File: src/rtl/lcd_bus_receiver_if.sv
// 8080-style 8-bit parallel LCD write bus as seen at the receiver pins.
// The master modport belongs to whatever drives the panel bus; the slave
// modport is the receiver side, which only ever listens.
interface lcd_bus_receiver_if;
  logic [7:0] lcd_db;
  logic       lcd_wr;
  logic       lcd_d_c;
  logic       lcd_rd;
  logic       lcd_reset;

  modport master (
    output lcd_db,
    output lcd_wr,
    output lcd_d_c,
    output lcd_rd,
    output lcd_reset
  );

  modport slave (
    input lcd_db,
    input lcd_wr,
    input lcd_d_c,
    input lcd_rd,
    input lcd_reset
  );
endinterface

File: src/rtl/lcd_bus_receiver.sv
// Receiver/decoder for the 8080-style LCD write bus. Decodes the ILI9341
// CASET / PASET / RAMWR subset and emits one pixel-write event (x, y,
// RGB565) per pixel written, so the LCD path can be mirrored or checked
// inside the bus-source clock domain.
module lcd_bus_receiver #(
  parameter int WIDTH       = 320,
  parameter int HEIGHT      = 240,
  parameter int SYNC_STAGES = 2
) (
  input  logic              clk,
  input  logic              reset,
  lcd_bus_receiver_if.slave bus,
  output logic              pix_valid,
  output logic [8:0]        pix_x,
  output logic [8:0]        pix_y,
  output logic [15:0]       pix_rgb,
  output logic              frame_start,
  output logic              cmd_valid,
  output logic [7:0]        cmd_byte,
  output logic              win_err,
  output logic              rd_err
);

  localparam logic [7:0] CMD_CASET = 8'h2A;
  localparam logic [7:0] CMD_PASET = 8'h2B;
  localparam logic [7:0] CMD_RAMWR = 8'h2C;

  // Default window corners and the panel limits used by the validity check.
  // Limits are one bit wider so that WIDTH/HEIGHT up to 512 compare cleanly.
  localparam logic [8:0] EC_DEFAULT = 9'(WIDTH - 1);
  localparam logic [8:0] EP_DEFAULT = 9'(HEIGHT - 1);
  localparam logic [9:0] WIDTH_LIM  = 10'(WIDTH);
  localparam logic [9:0] HEIGHT_LIM = 10'(HEIGHT);

  typedef enum logic [2:0] {
    ST_IDLE,
    ST_CASET,
    ST_PASET,
    ST_RAMWR,
    ST_IGNORE
  } state_t;

  typedef enum logic {
    PH_HI,
    PH_LO
  } phase_t;

  // ---------------------------------------------------------------------
  // Input synchronisers
  // ---------------------------------------------------------------------
  logic [SYNC_STAGES-1:0] wr_sync;
  logic [SYNC_STAGES-1:0] dc_sync;
  logic [SYNC_STAGES-1:0] rd_sync;
  logic [SYNC_STAGES-1:0] rst_sync;
  logic [7:0]             db_sync [SYNC_STAGES];

  logic       wr_s;
  logic       dc_s;
  logic       rd_s;
  logic       rst_s;
  logic [7:0] db_s;

  // Shift every bus pin through the same number of flops so data, d_c and
  // the strobe arrive aligned; idle levels are loaded on reset so leaving
  // reset can never look like a strobe edge or a read.
  always_ff @(posedge clk) begin
    if (reset) begin
      wr_sync  <= '1;
      dc_sync  <= '0;
      rd_sync  <= '1;
      rst_sync <= '1;
      for (int i = 0; i < SYNC_STAGES; i++) begin
        db_sync[i] <= '0;
      end
    end else begin
      wr_sync    <= {wr_sync[SYNC_STAGES-2:0], bus.lcd_wr};
      dc_sync    <= {dc_sync[SYNC_STAGES-2:0], bus.lcd_d_c};
      rd_sync    <= {rd_sync[SYNC_STAGES-2:0], bus.lcd_rd};
      rst_sync   <= {rst_sync[SYNC_STAGES-2:0], bus.lcd_reset};
      db_sync[0] <= bus.lcd_db;
      for (int i = 1; i < SYNC_STAGES; i++) begin
        db_sync[i] <= db_sync[i-1];
      end
    end
  end

  assign wr_s  = wr_sync[SYNC_STAGES-1];
  assign dc_s  = dc_sync[SYNC_STAGES-1];
  assign rd_s  = rd_sync[SYNC_STAGES-1];
  assign rst_s = rst_sync[SYNC_STAGES-1];
  assign db_s  = db_sync[SYNC_STAGES-1];

  // ---------------------------------------------------------------------
  // Write-event detection
  // ---------------------------------------------------------------------
  logic       wr_prev;
  logic       ev_q;
  logic       ev_dc;
  logic [7:0] ev_db;

  // Register the rising edge of the synchronised strobe together with the
  // byte and d_c from the same stage, giving the decoder a clean one-cycle
  // event with its payload.
  always_ff @(posedge clk) begin
    if (reset) begin
      wr_prev <= 1'b1;
      ev_q    <= 1'b0;
      ev_dc   <= 1'b0;
      ev_db   <= '0;
    end else begin
      wr_prev <= wr_s;
      ev_q    <= wr_s & ~wr_prev;
      ev_dc   <= dc_s;
      ev_db   <= db_s;
    end
  end

  // ---------------------------------------------------------------------
  // Decoder state
  // ---------------------------------------------------------------------
  state_t     state,    state_n;
  phase_t     phase,    phase_n;
  logic [1:0] par_idx,  par_idx_n;
  logic [8:0] sh_start, sh_start_n;
  logic       sh_end8,  sh_end8_n;
  logic [8:0] sc, sc_n, ec, ec_n, sp, sp_n, ep, ep_n;
  logic [8:0] cur_x,    cur_x_n;
  logic [8:0] cur_y,    cur_y_n;
  logic [7:0] hi_byte,  hi_byte_n;

  logic        pix_valid_n;
  logic [8:0]  pix_x_n;
  logic [8:0]  pix_y_n;
  logic [15:0] pix_rgb_n;
  logic        frame_start_n;
  logic        cmd_valid_n;
  logic [7:0]  cmd_byte_n;
  logic        win_err_n;
  logic        rd_err_n;

  logic soft_rst;
  logic win_ok;

  assign soft_rst = ~rst_s;
  assign win_ok   = (sc <= ec) && (sp <= ep) &&
                    ({1'b0, ec} < WIDTH_LIM) && ({1'b0, ep} < HEIGHT_LIM);

  // Next-state and output decode: panel reset wins over any coincident
  // event, commands always restart the decoder, data bytes are interpreted
  // according to the command currently in force.
  always_comb begin
    state_n       = state;
    phase_n       = phase;
    par_idx_n     = par_idx;
    sh_start_n    = sh_start;
    sh_end8_n     = sh_end8;
    sc_n          = sc;
    ec_n          = ec;
    sp_n          = sp;
    ep_n          = ep;
    cur_x_n       = cur_x;
    cur_y_n       = cur_y;
    hi_byte_n     = hi_byte;
    pix_valid_n   = 1'b0;
    pix_x_n       = pix_x;
    pix_y_n       = pix_y;
    pix_rgb_n     = pix_rgb;
    frame_start_n = 1'b0;
    cmd_valid_n   = 1'b0;
    cmd_byte_n    = cmd_byte;
    win_err_n     = win_err;
    rd_err_n      = rd_err | ~rd_s;

    if (soft_rst) begin
      state_n    = ST_IDLE;
      phase_n    = PH_HI;
      par_idx_n  = '0;
      sh_start_n = '0;
      sh_end8_n  = 1'b0;
      sc_n       = '0;
      ec_n       = EC_DEFAULT;
      sp_n       = '0;
      ep_n       = EP_DEFAULT;
      cur_x_n    = '0;
      cur_y_n    = '0;
      hi_byte_n  = '0;
      pix_x_n    = '0;
      pix_y_n    = '0;
      pix_rgb_n  = '0;
      cmd_byte_n = '0;
    end else if (ev_q) begin
      if (!ev_dc) begin
        cmd_valid_n = 1'b1;
        cmd_byte_n  = ev_db;
        phase_n     = PH_HI;
        par_idx_n   = '0;
        case (ev_db)
          CMD_CASET: state_n = ST_CASET;
          CMD_PASET: state_n = ST_PASET;
          CMD_RAMWR: begin
            state_n       = ST_RAMWR;
            cur_x_n       = sc;
            cur_y_n       = sp;
            frame_start_n = 1'b1;
          end
          default:   state_n = ST_IGNORE;
        endcase
      end else begin
        case (state)
          ST_CASET, ST_PASET: begin
            case (par_idx)
              2'd0:    sh_start_n[8]   = ev_db[0];
              2'd1:    sh_start_n[7:0] = ev_db;
              2'd2:    sh_end8_n       = ev_db[0];
              default: begin
                if (state == ST_CASET) begin
                  sc_n = sh_start;
                  ec_n = {sh_end8, ev_db};
                end else begin
                  sp_n = sh_start;
                  ep_n = {sh_end8, ev_db};
                end
                state_n = ST_IGNORE;
              end
            endcase
            par_idx_n = par_idx + 2'd1;
          end
          ST_RAMWR: begin
            if (phase == PH_HI) begin
              hi_byte_n = ev_db;
              phase_n   = PH_LO;
            end else begin
              phase_n = PH_HI;
              if (win_ok) begin
                pix_valid_n = 1'b1;
                pix_x_n     = cur_x;
                pix_y_n     = cur_y;
                pix_rgb_n   = {hi_byte, ev_db};
                if (cur_x == ec) begin
                  cur_x_n = sc;
                  cur_y_n = (cur_y == ep) ? sp : cur_y + 9'd1;
                end else begin
                  cur_x_n = cur_x + 9'd1;
                end
              end else begin
                win_err_n = 1'b1;
              end
            end
          end
          default: ;
        endcase
      end
    end
  end

  // State and output registers; the sticky error flags only clear here.
  always_ff @(posedge clk) begin
    if (reset) begin
      state       <= ST_IDLE;
      phase       <= PH_HI;
      par_idx     <= '0;
      sh_start    <= '0;
      sh_end8     <= 1'b0;
      sc          <= '0;
      ec          <= EC_DEFAULT;
      sp          <= '0;
      ep          <= EP_DEFAULT;
      cur_x       <= '0;
      cur_y       <= '0;
      hi_byte     <= '0;
      pix_valid   <= 1'b0;
      pix_x       <= '0;
      pix_y       <= '0;
      pix_rgb     <= '0;
      frame_start <= 1'b0;
      cmd_valid   <= 1'b0;
      cmd_byte    <= '0;
      win_err     <= 1'b0;
      rd_err      <= 1'b0;
    end else begin
      state       <= state_n;
      phase       <= phase_n;
      par_idx     <= par_idx_n;
      sh_start    <= sh_start_n;
      sh_end8     <= sh_end8_n;
      sc          <= sc_n;
      ec          <= ec_n;
      sp          <= sp_n;
      ep          <= ep_n;
      cur_x       <= cur_x_n;
      cur_y       <= cur_y_n;
      hi_byte     <= hi_byte_n;
      pix_valid   <= pix_valid_n;
      pix_x       <= pix_x_n;
      pix_y       <= pix_y_n;
      pix_rgb     <= pix_rgb_n;
      frame_start <= frame_start_n;
      cmd_valid   <= cmd_valid_n;
      cmd_byte    <= cmd_byte_n;
      win_err     <= win_err_n;
      rd_err      <= rd_err_n;
    end
  end

endmodule

File: src/flat_wrapper.sv
// flat-port wrapper written by rule: the top's interface ports become plain ports
module lcd_bus_receiver_flat 
#(
  parameter int WIDTH       = 320,
  parameter int HEIGHT      = 240,
  parameter int SYNC_STAGES = 2
)
  (clk, reset, pix_valid, pix_x, pix_y, pix_rgb, frame_start, cmd_valid, cmd_byte, win_err, rd_err, bus_lcd_db, bus_lcd_wr, bus_lcd_d_c, bus_lcd_rd, bus_lcd_reset);
  lcd_bus_receiver_if bus_i ();
  input  logic clk;
  input  logic reset;
  output logic pix_valid;
  output logic [8:0] pix_x;
  output logic [8:0] pix_y;
  output logic [15:0] pix_rgb;
  output logic frame_start;
  output logic cmd_valid;
  output logic [7:0] cmd_byte;
  output logic win_err;
  output logic rd_err;
  input wire logic [$bits(bus_i.lcd_db)-1:0] bus_lcd_db;
  input wire logic [$bits(bus_i.lcd_wr)-1:0] bus_lcd_wr;
  input wire logic [$bits(bus_i.lcd_d_c)-1:0] bus_lcd_d_c;
  input wire logic [$bits(bus_i.lcd_rd)-1:0] bus_lcd_rd;
  input wire logic [$bits(bus_i.lcd_reset)-1:0] bus_lcd_reset;
  assign bus_i.lcd_db = bus_lcd_db;
  assign bus_i.lcd_wr = bus_lcd_wr;
  assign bus_i.lcd_d_c = bus_lcd_d_c;
  assign bus_i.lcd_rd = bus_lcd_rd;
  assign bus_i.lcd_reset = bus_lcd_reset;
  lcd_bus_receiver #(.WIDTH(WIDTH), .HEIGHT(HEIGHT), .SYNC_STAGES(SYNC_STAGES)) u_core (.clk(clk), .reset(reset), .bus(bus_i), .pix_valid(pix_valid), .pix_x(pix_x), .pix_y(pix_y), .pix_rgb(pix_rgb), .frame_start(frame_start), .cmd_valid(cmd_valid), .cmd_byte(cmd_byte), .win_err(win_err), .rd_err(rd_err));
endmodule
File: config.mk
export PLATFORM = sky130hd
export DESIGN_NAME = lcd_bus_receiver_flat
export DESIGN_NICKNAME = d
export VERILOG_FILES = /design/src/rtl/lcd_bus_receiver_if.sv /design/src/rtl/lcd_bus_receiver.sv /design/src/flat_wrapper.sv
export SDC_FILE = /design/constraint.sdc
export NUM_CORES = 1
export LEC_CHECK = 0
export BUFFER_PORTS_ARGS = -buffer_cell sky130_fd_sc_hd__buf_2
export CAP_MARGIN = 10
export CORE_ASPECT_RATIO = 0.75
export CORE_MARGIN = 2
export CORE_UTILIZATION = 40
export DETAILED_ROUTE_END_ITERATION = 10
export PLACE_DENSITY = 0.56
export REMOVE_ABC_BUFFERS = 1
export SYNTH_ARGS = -nofsm -noshare
export SYNTH_HDL_FRONTEND = slang
export SYNTH_SLANG_ARGS = --single-unit
File: constraint.sdc
create_clock -name clk -period 7.15 [get_ports clk]
set_input_delay 2.145 -clock clk [delete_from_list [all_inputs] [get_ports clk]]
set_output_delay 2.145 -clock clk [all_outputs]
set_load 0.05 [all_outputs]
======== Word level (Yosys, flattened, before mapping) ========
Memory sizes are Yosys's and may differ from the RTL's. A register that Yosys moved wholly into a read port is not among the register bits.
Cells that the tools add are included.
cells by class
  add/subtract/negate cells ............... 3
  magnitude comparators ................... 4
  equality and inequality tests ........... 16
  muxes and demuxes ....................... 30
  bitwise logic cells ..................... 14
  reductions and logical operators ........ 25
operator list
  cell                                                                           number
  9-bit 2-to-1 mux                                                               13
  8-bit by 6-bit == test with 1-bit output (second input constant)               3
  5-bit AND reduction                                                            4
  9-bit by 1-bit adder with 9-bit output (second input constant)                 2
  9-bit == test                                                                  2
  9-bit less-or-equal comparator                                                 2
  8-bit 2-to-1 mux                                                               2
  4-bit AND reduction                                                            4
  2-bit != test (second input constant)                                          6
  6-bit AND reduction                                                            2
  1-bit inverter                                                                 10
  9-bit by 8-bit less-than comparator with 1-bit output (second input constant)  1
  9-bit less-than comparator (second input constant)                             1
  1-bit 2-to-1 mux                                                               9
  3-bit 2-to-1 mux                                                               3
  3-bit one-hot mux with 3 select lines                                          1
  3-bit by 2-bit == test with 1-bit output (second input constant)               2
  2-bit AND reduction                                                            3
  3-bit OR reduction                                                             2
  6-bit OR reduction                                                             1
  2-bit 2-to-1 mux                                                               2
  2-bit OR reduction                                                             2
  4-bit OR reduction                                                             1
  3-bit by 1-bit == test with 1-bit output (second input constant)               1
  other kinds (9)                                                                13
word-level totals
  register bits ........................... 136
  memory bits (writable) .................. 16
  input bits .............................. 14
  output and inout bits ................... 47
  word-level logic and storage cells ...... 122
  memories kept ........................... 1
memory list
  memory          words  width  read ports  clocked after Yosys merged registers in  wr ports  RTL line                source
  u_core.db_sync  2      8      2           1                                        2         lcd_bus_receiver.sv:55  logic [7:0] db_sync [SYNC_STAGES];

======== Longest topological paths before layout ========
Gate-level depths: netlist of run 1.
  word-level depth ........................ 8
  depth in mapped cells ................... 11
  gate-level depth less buffers ........... 9

======== Worst setup path after synthesis of run 1 ========
No wires, ideal clock.
  path kind ............................... input-to-reg
  from .................................... in reset
  to ...................................... reg u_core.ec[1]
  library setup time ...................... 0.141 ns
  arrival time ............................ 3.140 ns
  data required time ...................... 7.009 ns
  path slack .............................. 3.869 ns
  cell stages on the path ................. 5
  path buffers ............................ 3
  cells stage by stage .................... clkbuf_1 nor2b_1 clkbuf_1 buf_1 o211ai_1
on the way
  longest elaborated chain between the ends .. 1
ends and longest elaborated chain
  element                              RTL line                 source
  from (decl)                          flat_wrapper.sv:11       input logic reset;
  2-bit OR reduction (no source line)  --
  to (signal assigned)                 lcd_bus_receiver.sv:287  ec <= ec_n;
  to (decl)                            lcd_bus_receiver.sv:126  logic [8:0] sc, sc_n, ec, ec_n, sp, sp_n, ep, ep_n;
No other way between the ends.
A chain may end at the register's enable or synchronous reset.

======== Final worst setup path of run 1 ========
  from .................................... in reset
  to ...................................... reg u_core.cur_y[2]
on the way
  longest elaborated chain between the ends .. 1
ends and longest elaborated chain
  element                              RTL line                 source
  2-bit OR reduction (no source line)  --
  to (signal assigned)                 lcd_bus_receiver.sv:291  cur_y <= cur_y_n;
  to (decl)                            lcd_bus_receiver.sv:128  logic [8:0] cur_y, cur_y_n;
No other way between the ends.

==> summary.txt, run 1 <==
Outcome
  • Status: finished clean

Critical path
  • Required time of the critical path: approximately 7.5 ns
  • Top delay family on crit path: buffers and inverters
  • Critical path class: input pin to flip-flop
  • Reg2Reg Capture Point: u_core.cur_y[6]$_SDFFE_PP0P_
  • Worst r2r path cells: 7
  • Max FO, Critical Path: between 70 and 80
  • Crit-path cells: buf_2 > nand2b_4 > buf_4 > nor2_1 > a32o_1
  • Critical R2R Launch: u_core.ev_dc$_SDFF_PP0_
  • CP arrival: roughly 4.2 ns
  • Reg2reg setup slack: approximately 3.7 ns
  • Crit path capture type: flip-flop
  • Startpoint types: input pin
  • Crit-path slowest cell: nand2b_4
  • Worst path bufs/invs: 2
  • Worst path max stage delay: approximately 0.8 ns

Clocking
  • Postcts setup bufs: 0
  • CTS tree: yes
  • CTS Buffer Depth: 2
  • Clk slew on worst S/H paths: roughly 0.070 ns
  • # clock sinks: 160
  • H-tree depth: 4
  • Post-CTS sizing: 0
  • Clock Latency Late Sink: about 0.43 ns
  • TritonCTS buffer count: 17
  • Cts hold-fix bufs: 0
  • Clk root buf: clkbuf_16

Global route
  • Gr usage total: 0.1871
  • First-pass GRT wire length: 25,910 um
  • Largest net degree at the start of global routing: 76
  • GR Util met2: 0.2821
  • Global route total overflow: 0
  • M1 GR Usage: 0.2538
  • Met3 Track Usage GR: 0.05236
  • Via count of the first global-routing pass: approximately 5.2k
  • Gr busiest metal: met2
  • Initial antenna violation count: 0

Routing
  • Drt wl/cell: between 15 and 20 um
  • Drt total wl: around 16,000 um
  • Initial DRC count: roughly 270
  • DR vias: around 5.3k
  • First-pass DRT Iterations: 4
  • Via density: ~5.2
  • # DRC: 0
  • Routed Antenna Nets: 0

Synthesis
  • Area contributors post-synth: dfxtp_1, nand2_1, a21oi_1
  • EDFF count, synth: 0
  • Ys flop type: dfxtp_1
  • Asr flop ratio synth: 0
  • Yosys top cell by area: dfxtp_1
  • FF+latch count, synth: 160
  • Syn Std Cell Area: between 6000 and 7000 um2
  • Distinct cells, synth: 47
  • Syn_area_per_cell: between 8 and 9 um2
  • Syn. warnings: 0
  • Top-area cell type share of the netlist area: 0.4792
  • Mapped Cells: between 700 and 800
  • Sequential area share after synthesis: 0.4792

Power and ir drop
  • Psw: roughly 420 uW
  • Worst VDD drop: 0.0001733 V
  • Clock network power share: 0.471
  • Switch share: 0.2377
  • Leak: 2.908 nW
  • Combinational share of power: 0.021
  • P_int: 1.360 mW
  • Register share of total power: 0.508
  • Power per Cell Area: 234.1 nW/um2
  • Total Power: 1.784 mW

Placed design
  • Placed cells: roughly 1.0k
  • Final HPWL DP: ~11,000 um
  • Port bufs: 60
  • Post-DP Area: roughly 7100 um2
  • RD Place Congestion: roughly 0.83
  • Post-Place Worst Slack: 2.749 ns

Timing
  • Min setup slack post-route: between 3 and 4 ns
  • TNS Setup: 0 ns
  • Final Cycle Share: 0.5475
  • Max_slew headroom: 0.2599
  • Fin. max-slew vios: 0
  • Slew @ Worst Pin: around 1.1 ns
  • Worst Hold Margin: roughly 0.4 ns
  • RSZ-0062 raised after global routing: no
  • Setup Viol. Count Final: 0
  • Worst Skew: between 0.01 and 0.015 ns
  • F_max: approximately 0.26 GHz
  • Final hold violations: 0
  • Period minus WS final: 3.915 ns

Finish
  • Share of cells above drive strength 1: 0.1590
  • Fin cells: around 1.0k
  • FF+latch area: 3203 um2
  • Area occupied by multi-input gates: between 3000 and 4000 um2
  • Ant diodes: 0
  • Post-layout instance area: between 7000 and 8000 um2
  • Post-layout util: 0.4714
  • Nets: between 800 and 900
  • Number of fill cells in the layout: 1,573
  • Area grow syn2layout: 14.02%

Floorplan
  • Starting Density: 0.4135
  • Count of boundary I/O pins: 61
  • FP Rows: 40
  • Chip width: ~150 um
  • Die Height: 115.9 um
  • Core area: 16,170 um2
  • Die area: 17,770 um2

Worst hold path
  • Hold depth: 1
  • Hold EP: u_core.ev_q$_SDFF_PP0_
  • Hold Path Origin: u_core.wr_prev$_SDFF_PP1_
  • Min-Delay Path Class: flip-flop to flip-flop

Run
  • Max_cap viols: 0
[cells in the final DEF, fill, tap and decap left out, drive strengths merged, types with 11 or more instances in the layout]
cell type and count:
a21oi 105, a32o 14, and3 12, buf 67
clkbuf 18, dfxtp 160, ha 24, inv 33
mux2i 11, nand2 179, nand3 20, nor2 34
nor2b 31, o211ai 12, o21ai 19, xnor2 17
[worst max path at each step]
stage | endpoint | slack, ns | cells after the start | start
final | u_core.cur_y[2]$_SDFFE_PP0P_ | 3.24 | 5 | reset
after global routing | u_core.cur_y[2]$_SDFFE_PP0P_ | 3.05 | 5 | reset
after CTS | u_core.cur_y[2]$_SDFFE_PP0P_ | 3.22 | 5 | reset
after detailed placement | u_core.cur_y[2]$_SDFFE_PP0P_ | 2.75 | 5 | reset
after global placement | u_core.cur_y[3]$_SDFFE_PP0P_ | 2.83 | 5 | reset
after floorplan | u_core.cur_y[3]$_SDFFE_PP0P_ | 2.56 | 3 | reset
[per-layer routing]
metal | vias up | routed length [um]
met5 | - | 0
met4 | 0 | 308
met3 | 24 | 887
li1 | 2693 | -
met1 | 2507 | 7948
met2 | 122 | 6977
[cells by family after synthesis]
logic type      count (synthesis)  share of synthesized area
compound gates                162                     0.1544
xor+xnor                       20                    0.02621
fa+ha+maj                      24                    0.04493
buf+inv                        76                    0.04942
flops                         160                     0.4792
mux                            13                    0.01984
simple gates                  321                     0.2259
[synth_stat cells (7+ instances only)]
| library cell | n |
|---|---|
| a21oi_1 | 103 |
| a32o_1 | 14 |
| and3_1 | 12 |
| clkbuf_1 | 36 |
| dfxtp_1 | 160 |
| ha_1 | 24 |
| inv_1 | 26 |
| mux2i_1 | 11 |
| nand2_1 | 179 |
| nand3_1 | 20 |
| nand4_1 | 8 |
| nor2_1 | 34 |
| nor2b_1 | 31 |
| o211ai_1 | 12 |
| o21ai_0 | 17 |
| or2_2 | 8 |
| or3b_2 | 7 |
| xnor2_1 | 17 |
[power groups by stage]
stage	Sequential (mW)	Combinational, mW	Clock [mW]
after global placement	0.926	0.0364	0
after global routing	0.907	0.0411	0.890
after floorplan	0.924	0.0198	0
after detailed placement	0.927	0.0377	0
final	0.907	0.0372	0.840
after CTS	0.906	0.0375	0.857
[worst reg2reg max path, stage by stage, from the launching register on]
cell and delay [ns]:
dfxtp_1 0.50, nor2b_1 0.71, nand4b_2 0.38, nand2_1 0.14
nand2_1 0.14, o41ai_4 0.90, o21ai_0 0.26, a32o_1 0.33
[area by class of cell]
class	instances	area share
well taps	210	0.03448
flip-flops and latches	160	0.4203
multi-input cells	540	0.4160
clock inverters	13	0.01379
clock buffers	18	0.05631
inverters	26	0.01281
repair buffers	67	0.04630
[sequential cells by signal, summed over array words and instances (netlist names), 9 cells and up]
signal           count
u_core.pix_rgb      16
u_core.pix_y         9
u_core.db_sync      16
u_core.pix_x         9
u_core.sh_start      9
u_core.ep            9
u_core.sp            9
u_core.sc            9
u_core.ec            9
u_core.cur_y         9
u_core.cur_x         9
No activity file was read; power rests on OpenSTA's default activity.
==> inputs of run 2 (changes only) <==
Settings changed: ABC_AREA set to 1, PLACE_DENSITY 0.56 to 0.58.
Clock period 7.15 ns to 3.3 ns, I/O delays scaled along.
==> run 2 against run 1 <==
Setup slack lost 2.3 ns. Global-route usage is 0.94 points lower. Clock skew is 0.0094 ns higher. Critical path type is now flip-flop to flip-flop.
==> summary.txt, run 2 <==
Routing
  • DR vias: ~5.5k
  • Routed Antenna Nets: 0
  • Via density: approximately 4.7
  • # DRC: 0
  • Initial DRC count: around 350
  • Drt total wl: about 15,000 um
  • First-pass DRT Iterations: 5
  • Drt wl/cell: about 13 um

Synthesis
  • Sequential area share after synthesis: 0.4630
  • Syn_area_per_cell: 7.695 um2
  • Syn Std Cell Area: 6918 um2
  • Ys flop type: dfxtp_1
  • EDFF count, synth: 0
  • Asr flop ratio synth: 0
  • Commonest cells in the synthesized netlist: dfxtp_1, inv_1, nand2_1
  • Count leader, synth: dfxtp_1
  • Top-area cell type share of the netlist area: 0.4630
  • Area contributors post-synth: dfxtp_1, inv_1, nand2_1
  • Mapped Cells: ~900
  • Distinct cells, synth: 39
  • Syn. warnings: 0
  • FF+latch count, synth: 160
  • Yosys top cell by area: dfxtp_1

Critical path
  • CP arrival: between 2 and 3 ns
  • Max FO, Critical Path: 13
  • Crit path capture type: flip-flop
  • Startpoint types: flip-flop
  • Critical path class: flip-flop to flip-flop
  • Required time of the critical path: ~3.7 ns
  • Crit path top cell by count: nand3_1
  • Top delay family on crit path: simple AND/OR/NAND/NOR gates
  • Crit-path slowest cell: nand3_1
  • Worst path max stage delay: about 0.4 ns
  • Crit-path cells: inv_1 > ha_1 > a21o_1 > nor2_1 > nand3_1 > nand2_1 > nand3_1 > nand2_2 > nand3_1 > nand2_1 > inv_1 > nor2_1
  • Worst path bufs/invs: 2

Clocking
  • H-tree depth: 4
  • # clock sinks: 160
  • CTS tree: yes
  • Cts hold-fix bufs: 0
  • Clk root buf: clkbuf_16
  • Clock Latency Late Sink: ~0.44 ns
  • Clk slew on worst S/H paths: approximately 0.070 ns
  • Postcts setup bufs: 0
  • TritonCTS buffer count: 17
  • CTS Buffer Depth: 2
  • Post-CTS sizing: 0

Placed design
  • Post-DP Area: 7396 um2
  • Post-Place Worst Slack: 0.9223 ns
  • Placed cells: between 1k and 1.5k
  • RD Place Congestion: just over 0.8
  • Final HPWL DP: approximately 11,000 um
  • Port bufs: 60

Timing
  • Final hold violations: 0
  • Worst Skew: 0.01957 ns
  • Final Cycle Share: 0.7171
  • Max_slew headroom: 0.4690
  • Min setup slack post-route: between 0.9 and 1 ns
  • Worst Hold Margin: 0.3935 ns
  • RSZ-0062 raised after global routing: no
  • Setup Viol. Count Final: 0
  • F_max: approximately 0.42 GHz
  • Period minus WS final: 2.366 ns
  • TNS Setup: 0 ns
  • Fin. max-slew vios: 0
  • Slew @ Worst Pin: approximately 0.8 ns

Floorplan
  • Count of boundary I/O pins: just over 60
  • Die Height: between 100 and 150 um
  • Starting Density: 0.4099
  • Core area: between 15,000 and 20,000 um2
  • FP Rows: between 40 and 50
  • Die area: around 18,000 um2
  • Chip width: 155.9 um

Global route
  • M1 GR Usage: 0.2652
  • Met3 Track Usage GR: 0.04271
  • First-pass GRT wire length: 25,500 um
  • Largest net degree at the start of global routing: 52
  • GR Util met2: 0.2514
  • Global route total overflow: 0
  • Via count of the first global-routing pass: roughly 4.9k
  • Gr busiest metal: met1
  • Gr usage total: 0.1777
  • Initial antenna violation count: 0

Finish
  • Area grow syn2layout: 15.43%
  • Fin cells: 1,179
  • Registers with the most flip-flops: u_core.db_sync: 16 flops, u_core.pix_rgb: 16 flops
  • Share of cells above drive strength 1: 0.1369
  • Ant diodes: 0
  • Post-layout instance area: around 8000 um2
  • Commonest cells after routing, fill and taps aside: dfxtp_1, inv_1, nand2_1
  • Most common cell after layout, fill and taps aside: dfxtp_1
  • Nets: between 900 and 1k

Power and ir drop
  • Leak: 3.678 nW
  • Combinational share of power: 0.027
  • Switch share: 0.2442
  • P_int: 3.059 mW
  • Psw: approximately 990 uW
  • Worst VDD drop: around 0.00027 V
  • Power per Cell Area: approximately 510 nW/um2
  • Register share of total power: 0.484
  • Clock network power share: 0.489

Run
  • Max_cap viols: 0

Worst hold path
  • Min-Delay Path Class: flip-flop to flip-flop

Outcome
  • Status: finished clean
## run 2: cells by family after synthesis
logic type,after synthesis,synth area share
adders and majority gates,24,0.04341
DFF,160,0.4630
and+or+nand+nor,290,0.1778
AOI/OAI and AO/OA,205,0.1718
buffers and inverters,193,0.1098
xor gates and xnor gates,27,0.03418
## run 2: final timing paths
kind | endpoint | depth (start not counted) | from | slack, ns
max | u_core.cur_x[8]$_SDFFE_PP0P_ | 12 | u_core.ep[8]$_SDFFE_PP0P_ | 0.93
min | u_core.ev_q$_SDFF_PP0_ | 1 | u_core.wr_prev$_SDFF_PP1_ | 0.39
max reg2reg | u_core.cur_x[8]$_SDFFE_PP0P_ | 12 | u_core.ep[8]$_SDFFE_PP0P_ | 0.93
min reg2reg | u_core.ev_q$_SDFF_PP0_ | 1 | u_core.wr_prev$_SDFF_PP1_ | 0.39
## run 2: per-layer routing
layer | wire, um | share of wire
met1 | 8403 | 0.54
met2 | 6434 | 0.42
met3 | 540 | 0.035
met4 | 109 | 0.0070
met5 | 0 | 0
## run 2: power by group through the flow
stage                     clock network [mW]  logic (mW)  registers, mW
after global routing                    2.11       0.124           1.96
after floorplan                            0      0.0561           2.01
after global placement                     0       0.109           2.00
final                                   1.98       0.109           1.96
after detailed placement                   0       0.110           2.00
after CTS                               2.02       0.111           1.96
## run 2: cell type report
cell class | instances | area (um2)
Timing Repair Buffer | 72 | 390.4
Tap cell | 215 | 269.0
Fill cell | 1678 | 8892
Multi-Input combinational cell | 546 | 2955
Clock inverter | 15 | 163.9
Sequential cell | 160 | 3203
Inverter | 154 | 578.1
Clock buffer | 17 | 425.4
## run 2: through the flow
stage	util	power (mW)
after global routing	0.4731	4.189
after detailed placement	0.4382	2.113
final	0.4731	4.047
after CTS	0.4731	4.093
after global placement	0.4382	2.113
after floorplan	-	2.066
## run 2: worst reg2reg max path: stages (launching register included)
cell	delay (ns)
dfxtp_1	0.37
inv_1	0.08
ha_1	0.31
a21o_1	0.16
nor2_1	0.13
nand3_1	0.09
nand2_1	0.13
nand3_1	0.16
nand2_2	0.13
nand3_1	0.40
nand2_1	0.20
inv_1	0.06
nor2_1	0.10
